$ cat src/rtl/alu_seq.sv
// ---------------------------------------------------------------------------
// alu_seq
//
// Registered ALU with a start/done handshake, a flags register and a
// byte-paged LED readout. Operands and opcode are taken on an accepted
// start; result and flags are held until the next operation completes.
//
// Parameters:
//   W   datapath width, multiple of 8, minimum 8
//   SW  width of led_sel; 2**SW must exceed W/8 so the flags page exists
//
// Ports:
//   clk      system clock, rising edge
//   rst_n    asynchronous active-low reset
//   start    operation request, sampled only while idle
//   op       000 AND, 001 OR, 010 XOR, 011 XNOR, 100 ADD, 101 SUB,
//            110 SLTU, 111 SLL
//   a        operand A (shift amount for SLL)
//   b        operand B
//   busy     iterative shift in progress
//   done     one-cycle pulse: result and flags just updated
//   result   registered result
//   zf/cf/of registered zero, carry/borrow and signed-overflow flags
//   led_sel  LED page select (result byte, or flags page beyond W/8)
//   led      LED drive
//
// Configuration macro:
//   ALU_SEQ_BARREL_EN  when defined, SLL completes in one cycle through a
//                      barrel shifter and the SHIFT state is never entered.
//                      Undefined (default): SLL shifts one bit per cycle.
// ---------------------------------------------------------------------------
module alu_seq #(
    parameter int W  = 32,
    parameter int SW = 3
) (
    input  logic          clk,
    input  logic          rst_n,
    input  logic          start,
    input  logic [2:0]    op,
    input  logic [W-1:0]  a,
    input  logic [W-1:0]  b,
    output logic          busy,
    output logic          done,
    output logic [W-1:0]  result,
    output logic          zf,
    output logic          cf,
    output logic          of,
    input  logic [SW-1:0] led_sel,
    output logic [7:0]    led
);

    // Counter must be able to hold the value W itself (full-width shift).
    localparam int           CW    = $clog2(W + 1);
    localparam int           NB    = W / 8;
    localparam logic [W-1:0] W_VEC = W'(W);

    localparam logic [2:0] OP_AND  = 3'b000;
    localparam logic [2:0] OP_OR   = 3'b001;
    localparam logic [2:0] OP_XOR  = 3'b010;
    localparam logic [2:0] OP_XNOR = 3'b011;
    localparam logic [2:0] OP_ADD  = 3'b100;
    localparam logic [2:0] OP_SUB  = 3'b101;
    localparam logic [2:0] OP_SLTU = 3'b110;
    localparam logic [2:0] OP_SLL  = 3'b111;

`ifdef ALU_SEQ_BARREL_EN
    localparam bit ITER_SHIFT = 1'b0;
`else
    localparam bit ITER_SHIFT = 1'b1;
`endif

    typedef enum logic {
        S_IDLE  = 1'b0,
        S_SHIFT = 1'b1
    } state_t;

    state_t          state_q;
    state_t          state_d;

    logic [W-1:0]    sh_q;
    logic [CW-1:0]   cnt_q;
    logic [W-1:0]    res_q;
    logic            zf_q;
    logic            cf_q;
    logic            of_q;
    logic            done_q;

    logic [W:0]      sum_w;
    logic [W:0]      dif_w;
    logic [W-1:0]    alu_f;
    logic            alu_c;
    logic            alu_o;

    // Shift amount clamped to W: any amount >= W shifts everything out.
    function automatic logic [CW-1:0] sat_shamt(input logic [W-1:0] amt);
        if (amt >= W_VEC)
            return W_VEC[CW-1:0];
        else
            return amt[CW-1:0];
    endfunction

    // Addition overflows when both operands share a sign the result lacks.
    function automatic logic add_ovf(input logic a_msb, input logic b_msb,
                                     input logic f_msb);
        return (a_msb == b_msb) && (f_msb != a_msb);
    endfunction

    // Subtraction overflows when operand signs differ and the result takes
    // the sign of the subtrahend.
    function automatic logic sub_ovf(input logic a_msb, input logic b_msb,
                                     input logic f_msb);
        return (a_msb != b_msb) && (f_msb != a_msb);
    endfunction

    // Single-cycle operations, evaluated straight from the input operands.
    always_comb begin
        sum_w = {1'b0, a} + {1'b0, b};
        dif_w = {1'b0, a} - {1'b0, b};
        alu_f = '0;
        alu_c = 1'b0;
        alu_o = 1'b0;
        case (op)
            OP_AND:  alu_f = a & b;
            OP_OR:   alu_f = a | b;
            OP_XOR:  alu_f = a ^ b;
            OP_XNOR: alu_f = ~(a ^ b);
            OP_ADD: begin
                alu_f = sum_w[W-1:0];
                alu_c = sum_w[W];
                alu_o = add_ovf(a[W-1], b[W-1], sum_w[W-1]);
            end
            OP_SUB: begin
                // Extra top bit of the W+1 difference is the borrow.
                alu_f = dif_w[W-1:0];
                alu_c = dif_w[W];
                alu_o = sub_ovf(a[W-1], b[W-1], dif_w[W-1]);
            end
            OP_SLTU: alu_f = {{(W-1){1'b0}}, (a < b)};
            OP_SLL: begin
`ifdef ALU_SEQ_BARREL_EN
                alu_f = b << sat_shamt(a);
`else
                alu_f = '0;
`endif
            end
            default: alu_f = '0;
        endcase
    end

    // State register
    always_ff @(posedge clk or negedge rst_n) begin
        if (!rst_n)
            state_q <= S_IDLE;
        else
            state_q <= state_d;
    end

    // Next-state logic
    always_comb begin
        state_d = state_q;
        case (state_q)
            S_IDLE: begin
                if (start && ITER_SHIFT && (op == OP_SLL))
                    state_d = S_SHIFT;
            end
            S_SHIFT: begin
                if (cnt_q == '0)
                    state_d = S_IDLE;
            end
            default: state_d = S_IDLE;
        endcase
    end

    // Output logic
    always_comb begin
        busy = (state_q == S_SHIFT);
    end

    // Result, flags, shifter and done pulse
    always_ff @(posedge clk or negedge rst_n) begin
        if (!rst_n) begin
            sh_q   <= '0;
            cnt_q  <= '0;
            res_q  <= '0;
            zf_q   <= 1'b1;
            cf_q   <= 1'b0;
            of_q   <= 1'b0;
            done_q <= 1'b0;
        end else begin
            done_q <= 1'b0;
            case (state_q)
                S_IDLE: begin
                    if (start) begin
                        if (ITER_SHIFT && (op == OP_SLL)) begin
                            sh_q  <= b;
                            cnt_q <= sat_shamt(a);
                        end else begin
                            res_q  <= alu_f;
                            zf_q   <= (alu_f == '0);
                            cf_q   <= alu_c;
                            of_q   <= alu_o;
                            done_q <= 1'b1;
                        end
                    end
                end
                S_SHIFT: begin
                    // One extra cycle at count zero commits the result, so a
                    // shift by n keeps busy high for n+1 cycles.
                    if (cnt_q != '0) begin
                        sh_q  <= sh_q << 1;
                        cnt_q <= cnt_q - CW'(1);
                    end else begin
                        res_q  <= sh_q;
                        zf_q   <= (sh_q == '0);
                        cf_q   <= 1'b0;
                        of_q   <= 1'b0;
                        done_q <= 1'b1;
                    end
                end
                default: ;
            endcase
        end
    end

    // LED page: result bytes first, flags page for any higher selection.
    always_comb begin
        led = {zf_q, 5'b00000, cf_q, of_q};
        for (int i = 0; i < NB; i++) begin
            if (led_sel == SW'(i))
                led = res_q[8*i +: 8];
        end
    end

    assign done   = done_q;
    assign result = res_q;
    assign zf     = zf_q;
    assign cf     = cf_q;
    assign of     = of_q;

endmodule
$ cat config.mk
export PLATFORM = sky130hd
export DESIGN_NAME = alu_seq
export DESIGN_NICKNAME = d
export VERILOG_FILES = /design/src/rtl/alu_seq.sv
export SDC_FILE = /design/constraint.sdc
export NUM_CORES = 1
export LEC_CHECK = 0
export CAP_MARGIN = 10
export CORE_ASPECT_RATIO = 1.4
export CORE_UTILIZATION = 46
export DETAILED_ROUTE_END_ITERATION = 8
export PLACE_DENSITY = 0.75
export SLEW_MARGIN = 20
export SYNTH_ARGS = -nofsm -noshare
export SYNTH_HDL_FRONTEND = slang
export SYNTH_SLANG_ARGS = --single-unit
$ cat constraint.sdc
create_clock -name clk -period 4 [get_ports clk]
set_input_delay 1 -clock clk [delete_from_list [all_inputs] [get_ports clk]]
set_output_delay 1 -clock clk [all_outputs]
set_load 0.02 [all_outputs]
## Word-level counts from Yosys, hierarchy flattened

Index checks and enable logic that the tools add are counted.

- Register bits: 75

- Bitwise gates (word level): 5
- Multiplexer cells: 38
- Reduce and logical (&&, ||, !) cells: 11
- Add/subtract/negate cells: 3
- Magnitude comparators: 2
- Eq/ne operators: 19

Operators with widths:

| kind | count |
|---|---|
| 32-bit case mux with 8 select lines | 1 |
| 32-bit two-way mux | 6 |
| 32-bit case mux with 2 select lines | 2 |
| 32-bit logical NOT | 2 |
| 32-bit by 32-bit adder with 33-bit output | 1 |
| 32-bit by 32-bit subtractor with 33-bit output | 1 |
| 32-bit AND | 1 |
| 32-bit by 6-bit greater-or-equal comparator with 1-bit output, second input constant | 1 |
| 32-bit less-than comparator | 1 |
| 8-bit two-way mux | 4 |
| 32-bit inverter | 1 |
| 32-bit OR | 1 |
| 32-bit XOR | 1 |
| 6-bit two-way mux | 4 |
| 1-bit case mux with 2 select lines | 7 |
| 1-bit two-way mux | 13 |
| 3-bit by 2-bit equality test with 1-bit output, second input constant | 4 |
| 3-bit equality test, second input constant | 4 |
| 6-bit case mux with 2 select lines | 1 |
| 2-bit inequality test, second input constant | 4 |
| 3-bit by 1-bit equality test with 1-bit output, second input constant | 2 |
| 3-bit logical NOT | 2 |
| 6-bit logical NOT | 1 |
| 3-bit AND reduction | 2 |
| other kinds (7) | 11 |

## Longest topological paths before layout

- Depth after elaboration: 7
- Mapped depth: 15
- Depth with buffers taken out: 15

## Least setup slack after synthesis

Ideal clock, no wire load.

- Path kind: input -> register
- Start: in a[0]
- End: reg zf_q, in the netlist zf
- Cell stages on the path: 15
- Setup time: 86 ps
- Arrival time: 3923 ps
- Buffers on the path: 0
- Required time: 3914 ps
- Slack: -9 ps
- Cell sequence: inv_1 ha_1 fa_1 o21ba_1 or4_4 a21oi_2 o31ai_1 a221o_1 o221ai_2 o31ai_1 nor4_2 nand4b_1 nor4_1 o2111ai_1 o31ai_2

- Cells in the longest elaborated chain, start to end: 7

Ends and longest elaborated chain:

| element | RTL line | RTL |
|---|---|---|
| from (decl) | 40 | `input logic [W-1:0] a,` |
| parallel branches: the longest is 2 deep, another holds 32-bit by 32-bit subtractor with 33-bit output | - |  |
| 32-bit case mux with 8 select lines (*) | 122 | `case (op)` |
| 32-bit logical NOT (*) | 199 | `zf_q <= (alu_f == '0);` |
| 1-bit two-way mux (*) | 194 | `if (ITER_SHIFT && (op == OP_SLL)) begin` |
| 1-bit two-way mux (*) | 193 | `if (start) begin` |
| 1-bit case mux with 2 select lines (*) | 191 | `case (state_q)` |
| to (signal assigned) | 199 |  |
| to (signal assigned) | 214 | `zf_q <= (sh_q == '0);` |
| to (decl) | 83 | `logic zf_q;` |

Every way passes the cells marked *. The select of a mux whose other input is x is not followed.
A chain may end at the register's enable or synchronous reset.

## Worst setup path after layout

- Start: in b[0]
- End: reg zf_q, in the netlist zf

- Cells in the longest elaborated chain, start to end: 7

Ends and longest elaborated chain:

| element | RTL line | RTL |
|---|---|---|
| from (decl) | 41 | `input logic [W-1:0] b,` |
| parallel branches: the longest is 2 deep, another holds 32-bit by 32-bit subtractor with 33-bit output | - |  |
| 32-bit case mux with 8 select lines (*) | 122 |  |
| 32-bit logical NOT (*) | 199 |  |
| 1-bit two-way mux (*) | 194 |  |
| 1-bit two-way mux (*) | 193 |  |
| 1-bit case mux with 2 select lines (*) | 191 |  |

Marks and branches as above.

==> results.md <==
* Status: finished, violations left
* Violated checks: setup timing
* Worst setup margin at -0.296 ns
* Psw at between 2000 and 3000 uW
* Reg-to-Reg Start: busy
* CTS root buf: clkbuf_16
* Final setup violation count at 1
* CORE AREA at 21200 um2
* Routed via count at between 10000 and 15000
* Drt pass-1 iters at 8
* Crit path capture type: register
* CTS Sinks at 75
* # fillers at between 1500 and 2000
* Internal power at 3190 uW
* CTS tree: yes
* Share of cells above drive strength 1 at a little under two fifths
* Row cnt at 63
* Mapped cell area at 9970 um2
* CP Launch Type: input port
* Average size of a mapped cell at 7.76 um2
* Total CTS buffers at 9
* Hold Crit Depth at 2
* Final Slew Violations at 0
* Final period utilization at 107%
* WP data arrival at 4.54 ns
* Unrepaired setup endpoints after global routing: yes
* # port buffers at approximately 120
* Final Skew at 0.00506 ns
* Routed Antenna Nets at 0
* Vias in the first global route at between 10000 and 15000
* Detailed placement HPWL at 37300 um
* H-tree depth at 3
* Max FO, Critical Path at 5
* HP Start: cnt_q[1]
* Switching share of power at between 40% and 50%
* P_leak at 0.00744 uW
* Max IR drop VDD at 363 uV
* Drt initial violations at 1315
* Crit path buffers/inverters at 3
* Die H at 176 um
* Area grow syn2layout at 57.4%
* Grt ovf at 0
* # IOs at approximately 120
* Combinational cell fraction of total power at 61.0%
* Final nets at just under 2000
* Worst min-delay path category: reg -> reg
* Synth Instances at approximately 1300
* Pwr dens at between 300 and 400 nW/um2
* Reg power frac at 26.6%
* Delay of the slowest cell on the worst path at 0.50 ns
* Setup slack, reg-to-reg at 0.79 ns
* Main synth FF type: dfrtp_1
* Yosys warnings at 0
* Util after Layout at 74.0%
* MaxCap Viol Count at 0
* Max-slew headroom at 27.8%
* Delay-heaviest family, CP: simple AND/OR/NAND/NOR gates
* R2R depth at 9
* Syn_nets at 1470
* Worst path slowest cell: or4_4
* Die Span X at 126 um
* Fmax at roughly 230 MHz
* FF+latch area at 1880 um2
* Die area at 22300 um2
* Clock Tree Buf Depth at 2
* WL/cell at approximately 23 um
* Skew-Pair Late Insertion Delay at 0.34 ns
* Yosys reg bits at 75
* Post-Route WL at 47700 um
* Antenna Cells at 0
* Final min period at 4.30 ns
* Vias per cell at between 6 and 7
* Post-Route Setup TNS at -0.296 ns
* Worst Hold Path EP: cnt_q[1]
* Setup CP Type: in -> reg
* CTS clk-pin slew, worst paths at 0.05 ns
* Global-route usage over all layers at a little over two fifths
* Starting density of the core at 47.0%
* Fin. Hold Viols at 0
* Antenna violations before repair at 1
* Worst Path Required at 4.25 ns
* Crit-path cells: buf_8 -> buf_6 -> ha_4 -> fa_2 -> o21ba_4 -> or4_4 -> a21oi_4 -> o31ai_4 -> a21oi_2 -> mux2i_1 -> nand3_2 -> nor4_4 -> nand4b_1 -> nor4_2 -> buf_4 -> o2111ai_4 -> o31ai_2
* Ys async rst share at 100%
* Reg-to-Reg End: zf
* Post-route DRC at 0
* Worst-Margin Slew at 1.07 ns
* Post-synthesis sequential area ratio at 18.8%
* EDFF count, synth at 0
* Largest net degree at the start of global routing at 76
* Cell variety after synth at 105
* Clock share of power at 12.4%
* Area of the multi-input gates at roughly 8000 um2
* Routability cong. at 1.02
* First-pass GRT wire length at 71200 um
power groups by stage:
stage / clock network [uW] / registers, uW / logic, uW
6_report: 725 / 1550 / 3570
5_1_grt: 760 / 1560 / 3800
4_1_cts: 724 / 1520 / 3410
3_5_place_dp: 0 / 1520 / 3260
3_3_place_gp: 0 / 1510 / 3180
2_1_floorplan: 0 / 1530 / 1660
how the worst max path moves through the flow:
| stage | start | to | cells past startpoint |
|---|---|---|---|
| 2_1_floorplan | a[0] | zf | 15 |
| 3_3_place_gp | a[0] | zf | 18 |
| 3_5_place_dp | a[0] | zf | 18 |
| 4_1_cts | b[0] | zf | 17 |
| 5_1_grt | a[0] | zf | 18 |
| 6_report | b[0] | zf | 17 |
flip-flops by register name (all words and copies together), names as in the netlist:
register  count
busy          1
cf            1
cnt_q         6
done          1
of            1
result       32
sh_q         32
zf            1
metal layers:
metal | vias up | global-route usage, % | part of all wire (%)
li1 | 5734 | - | -
met1 | 6088 | 48.0 | 37
met2 | 824 | 72.4 | 47
met3 | 277 | 6.42 | 8.2
met4 | 2 | 29.4 | 8.3
met5 | - | 0 | 0.027
cell families (layout without fill, tap and decap cells):
logic type / count (synthesis) / count (layout) / synth area share (%)
buf+inv: 188 / 687 / 8.28
xor+xnor: 21 / 21 / 1.84
compound gates: 466 / 466 / 32.0
flops: 75 / 75 / 18.8
simple gates: 362 / 362 / 17.7
mux: 61 / 61 / 7.21
fa+ha+maj: 112 / 112 / 14.2
final cells by class:
cell class	instances	area share, %
Multi-Input combinational cell	1022	52.3
Sequential cell	75	12.0
Inverter	107	2.56
Clock buffer	13	1.59
Timing Repair Buffer	565	29.4
Clock inverter	2	0.0797
Tap cell	260	2.07
cells in the mapped netlist, types with 5 or more instances:
cell type  instances  area, um2
dfrtp_1           74       1850
a221oi_1           6       52.6
a21oi_1          104        521
ha_1             110       1380
a31oi_1           23        144
nand2_1          108        405
a211oi_1          14        105
a221o_1           10        100
nor3_1            30        150
a22oi_1           26        195
o31ai_1           16        120
o21ai_0          103        515
a211o_1            5       43.8
o211ai_1          16        120
o21a_1             8       60.1
buf_1             10       37.5
buf_4              5       37.5
and2_1             9       56.3
nor2_1            93        349
nand3_1           20        100
mux2i_1           46        460
mux4_2             8        180
or3_1              8       50.1
o22ai_1           20        125
xnor2_1           17        149
nor2b_1           14       87.6
o21bai_1           9       67.6
nor4_1            27        169
mux2_2             7       78.8
or2_2              5       31.3
clkbuf_1          44        165
a21o_1            18        135
buf_2             12       60.1
nand4_1           11       68.8
clkbuf_8           6       82.6
inv_1            105        394
repair_timing:
action	CTS	global route
buffers inserted	15	8
gates resized for setup	178	93
pin swaps	46	56
hold buffers	0	0
setup endpoints to repair	13	11
metrics by stage:
step	std cells	instance area, um2	power [uW]	hold WS, ns	setup WS (ns)
4_1_cts	2036	15300	5650	0.521	-0.377
5_1_grt	2044	15700	6120	0.547	-0.455
3_3_place_gp	2006	14300	4690	0.493	-1.10
3_5_place_dp	2006	14300	4780	0.503	-1.17
6_report	2044	15700	5850	0.519	-0.296
2_1_floorplan	1285	9980	3200	0.465	0.0113
worst register-to-register path: cells and delay by family (launching register included):
kind | cells | cell delay, ns
DFF | 1 | 0.35
and+or+nand+nor | 5 | 2.36
buffers and inverters | 2 | 0.29
AOI/OAI and AO/OA | 2 | 0.14
cells in the final DEF (no fill, tap or decap), drive strengths merged, types with 11 or more instances in the layout:
master         count
a211oi            17
a21o              18
a21oi            108
a22oi             26
a31oi             23
buf              453
clkbuf            14
clkdlybuf4s50     69
dfrtp             74
dlygate4sd2       25
dlymetal6s2s      17
ha               110
inv              105
mux2i             46
nand2            109
nand3             21
nand4             11
nor2              93
nor2b             15
nor3              31
nor4              29
o211ai            18
o21ai            108
o22ai             20
o31ai             19
xnor2             17
(Power assumes the default switching activity.)
